[src/rtl/piso_left_serializer.sv]
// piso_left_serializer
// Parallel-in serial-out transmitter intended to feed a left-shifting SIPO.
// A WIDTH-bit word is accepted through a valid/ready handshake and shifted
// out one bit per clock, MSB first by default (LSB first when LSB_FIRST=1).
// Back-to-back words stream with no idle bubble; the last bit of each word
// is flagged with frame_done.
//
// Ports:
//   clk              in   system clock, rising-edge active
//   reset            in   asynchronous active-low reset
//   parallel_data_in in   word to serialize, sampled only on an accepted load
//   load_valid       in   upstream offers a word
//   load_ready       out  block can accept a word this cycle
//   serial_data_out  out  serial bit stream
//   serial_valid     out  serial_data_out carries a data bit
//   frame_done       out  last bit of a word is on serial_data_out
module piso_left_serializer #(
    parameter int WIDTH     = 4,
    parameter int LSB_FIRST = 0
) (
    input  logic             clk,
    input  logic             reset,
    input  logic [WIDTH-1:0] parallel_data_in,
    input  logic             load_valid,
    output logic             load_ready,
    output logic             serial_data_out,
    output logic             serial_valid,
    output logic             frame_done
);

    localparam int CNT_W = $clog2(WIDTH);
    localparam logic [CNT_W-1:0] LAST_BIT = CNT_W'(WIDTH - 1);

    typedef enum logic {
        IDLE  = 1'b0,
        SHIFT = 1'b1
    } state_t;

    state_t             state;
    state_t             state_next;
    logic [WIDTH-1:0]   shift_reg;
    logic [WIDTH-1:0]   shift_next;
    logic [CNT_W-1:0]   count;
    logic [CNT_W-1:0]   count_next;
    logic               last_bit;
    logic               accept;
    logic               head_bit;

    always_ff @(posedge clk or negedge reset) begin
        if (!reset) begin
            state     <= IDLE;
            shift_reg <= '0;
            count     <= '0;
        end else begin
            state     <= state_next;
            shift_reg <= shift_next;
            count     <= count_next;
        end
    end

    assign last_bit = (state == SHIFT) && (count == LAST_BIT);

    // Ready is gated by reset so the upstream sees no acceptance while the
    // block is held in reset, even though the state already reads IDLE.
    assign load_ready = reset && ((state == IDLE) || last_bit);
    assign accept     = load_valid && load_ready;

    assign head_bit = (LSB_FIRST != 0) ? shift_reg[0] : shift_reg[WIDTH-1];

    assign serial_valid    = (state == SHIFT);
    assign serial_data_out = (state == SHIFT) && head_bit;
    assign frame_done      = last_bit;

    always_comb begin
        state_next = state;
        shift_next = shift_reg;
        count_next = count;
        case (state)
            IDLE: begin
                if (accept) begin
                    shift_next = parallel_data_in;
                    count_next = '0;
                    state_next = SHIFT;
                end
            end
            SHIFT: begin
                if (last_bit) begin
                    // A load on the last-bit edge chains the next word with
                    // no gap; otherwise drop back to IDLE with a clean register.
                    if (accept) begin
                        shift_next = parallel_data_in;
                        count_next = '0;
                        state_next = SHIFT;
                    end else begin
                        shift_next = '0;
                        count_next = '0;
                        state_next = IDLE;
                    end
                end else begin
                    if (LSB_FIRST != 0) begin
                        shift_next = shift_reg >> 1;
                    end else begin
                        shift_next = shift_reg << 1;
                    end
                    count_next = count + CNT_W'(1);
                end
            end
            default: begin
                state_next = IDLE;
                shift_next = '0;
                count_next = '0;
            end
        endcase
    end

endmodule

[config.mk]
export PLATFORM = sky130hd
export DESIGN_NAME = piso_left_serializer
export DESIGN_NICKNAME = d
export VERILOG_FILES = /design/src/rtl/piso_left_serializer.sv
export SDC_FILE = /design/constraint.sdc
export NUM_CORES = 1
export LEC_CHECK = 0
export BUFFER_PORTS_ARGS = -buffer_cell sky130_fd_sc_hd__buf_4
export CAP_MARGIN = 30
export CORE_AREA = 2 2 39 41
export CTS_BUF_LIST = sky130_fd_sc_hd__clkbuf_8
export DETAILED_ROUTE_END_ITERATION = 10
export DIE_AREA = 0 0 41 43
export GPL_TIMING_DRIVEN = 0
export PLACE_DENSITY = 0.54
export SYNTH_ARGS = -nofsm -noshare
export SYNTH_HDL_FRONTEND = slang
export SYNTH_SLANG_ARGS = --single-unit
[constraint.sdc]
create_clock -name clk -period 1.6 [get_ports clk]
set_input_delay 0.08 -clock clk [delete_from_list [all_inputs] [get_ports clk]]
set_output_delay 0.08 -clock clk [all_outputs]
set_load 0.02 [all_outputs]
==> run summary <==
Pin count of the biggest net entering global routing - 11
Final Wtd Congestion - 0.652
Synth-to-layout area growth - 40.9%
HPWL Detailed - 527 um
Cell count after synthesis - 34
CTS buffer count - 3
Worst min-delay path category - primary input to flip-flop
Area leader, netlist - dfrtp_1
WL met3 - 43 um
First-pass GRT wire length - 1170 um
Syn_area_per_cell - 11.0 sq um
Maxcap violations - 0
WL met2 - 313 um
Vias in the first global route - 280
Final Util - 0.380
Top-area cell type share of the netlist area - 0.470
Critical path fanouts, max - 7
Number of enable flip-flop cells after synthesis - 0
# diodes - 0
Clk Latency, worst-skew pair - 220 ps
Clock Path Buffers - 2
DIE AREA - 1760 sq um
Congestion Overflow GR - 0
Synthesized cell area - 373 sq um
Worst Tran Pin Value - 208 ps
Routed len/inst - 10.9 um
Via count - 300
Routed met1 length - 341 um
Root Buffer - clkbuf_8
Power per cell area - 1850 nW/um^2
CTS tree - done
Initial antenna violation count - 0
Lkg Pwr - 0.000261 uW
Row cnt - 14
Share of cells above drive strength 1 - 0.388
Crit start category - flip-flop
IO Pins - 11
Finish-stage setup viols - 0
Max Slew Vio Count - 0
Core ar. - 1380 sq um
Synth area leaders - dfrtp_1 47%, mux2i_1 11%, a32oi_1 7.0%
Syn_nets - 42
Initial Util - 0.269
Asr flop ratio synth - 1.00
Die height - 43 um
CP arrival - 1360 ps
ANT nets after route - 0
Total Routing Usage GR - 0.101
Synthesized flop and latch total - 7
TNS Setup - 0 ps
Fmax - 0.696 GHz
H-tree depth - 1
Critical path class - flip-flop to primary output
Final period utilization - 0.898
Die width - 41 um
Final wirelength - 711 um
Setup Skew - 3.01 ps
Max reg flops - 4
Final nets - 58
Synth warn - 0
DR top layer - met4
Slew headroom - 0.861
Required time worst endpoint - 1520 ps
Register area share after synthesis - 0.470
DR pass1 iterations - 1
Final hold viol count - 0
Status - finished, final reports clean
CTS sink cnt - 7
Most numerous cell in the Yosys netlist - dfrtp_1
Most frequent cells after synthesis - 7 x dfrtp_1, 4 x mux2i_1, 4 x nand2_1, 3 x a32oi_1, 3 x o21ai_1
I/O Buffers - 10
Synth unique cells - 15
Detailed-route vias per instance - 4.62
CP endpoint kind - primary output
Initial DRC count - 0
Clock transition at path regs - 40 ps
DRC - 0
Unrepaired setup endpoints after global routing - no
Most used DFF post-synth - dfrtp_1
Final min period - 1440 ps
VDD IR max - 0.000543 V
-- layer usage --
| layer | vias to the layer above | global-route usage |
|---|---|---|
| li1 | 153 | - |
| met1 | 137 | 0.134 |
| met2 | 8 | 0.128 |
| met3 | 2 | 0.0628 |
| met4 | 0 | 0.0400 |
| met5 | - | 0 |
-- report_power, final --
group	switching [uW]	internal (uW)
Clock	73.0	166
Combinational	214	213
Sequential	48.0	258
Total	336	637
-- area by class of cell --
cell class,instances,area (sq um)
fillers,143,858
multi-input cells,26,189
flip-flops and latches,7,175
repair buffers,11,85.1
clock buffers,3,41.3
well taps,16,20.0
plain buffers,1,11.3
clock inverters,1,3.75
-- cells by family after synthesis --
logic type / Yosys count / synth area share
buffers and inverters: 1 / 0.0302
DFF: 7 / 0.470
adders and majority gates: 1 / 0.0336
muxes: 4 / 0.107
and+or+nand+nor: 12 / 0.205
AOI/OAI and AO/OA: 9 / 0.154
-- placed cells by master (no fill, tap or decap) --
cell type,count
buf_4,10
dfrtp_1,7
nand2_1,4
mux2i_1,4
a32oi_1,3
o21ai_1,3
clkbuf_8,3
and2_2,2
and2_1,2
o21ai_0,2
buf_6,1
nand2b_1,1
nand2_2,1
nor2b_4,1
o22ai_1,1
nand3b_1,1
ha_2,1
inv_1,1
dlygate4sd3_1,1
-- worst max-delay path: stages (launching register included) --
cell,delay (ps)
dfrtp_1,390
ha_2,250
nand2b_1,180
and2_1,160
buf_4,150
-- per-stage QoR --
| stage | cells | area, sq um | worst slack [ps] | hold slack [ps] | total power (uW) |
|---|---|---|---|---|---|
| 2_1_floorplan | 34 | 373 | 467 | -216 | 602 |
| 3_3_place_gp | 60 | 468 | 308 | -89.4 | 733 |
| 3_5_place_dp | 60 | 468 | 316 | -89.2 | 736 |
| 4_1_cts | 65 | 523 | 72.2 | 124 | 981 |
| 5_1_grt | 65 | 526 | 90.0 | 135 | 1060 |
| 6_report | 65 | 526 | 163 | 125 | 972 |
-- repair_timing --
action                                  in CTS  in global routing
hold endpoints to repair                     7                  0
endpoints found under the setup margin       0                  1
hold buffers                                 1                  0
setup buffers                                0                  0
gates resized for setup                      0                  1
-- path summary, 6_finish.rpt --
kind                       cells past startpoint                       end                     start  slack [ps]
hold reg to reg                                2  shift_reg[3]$_DFFE_PN0P_  shift_reg[2]$_DFFE_PN0P_         500
hold / removal                                 3  shift_reg[3]$_DFFE_PN0P_       parallel_data_in[3]         120
min in group asynchronous                      2    serial_valid$_DFF_PN0_                     reset         220
max in group asynchronous                      2  shift_reg[1]$_DFFE_PN0P_                     reset        1240
setup reg to reg                               4  shift_reg[1]$_DFFE_PN0P_      count[0]$_DFFE_PN0P_         550
setup / recovery                               4                load_ready      count[0]$_DFFE_PN0P_         160
Note: power is estimated with default switching activity, not from simulation.
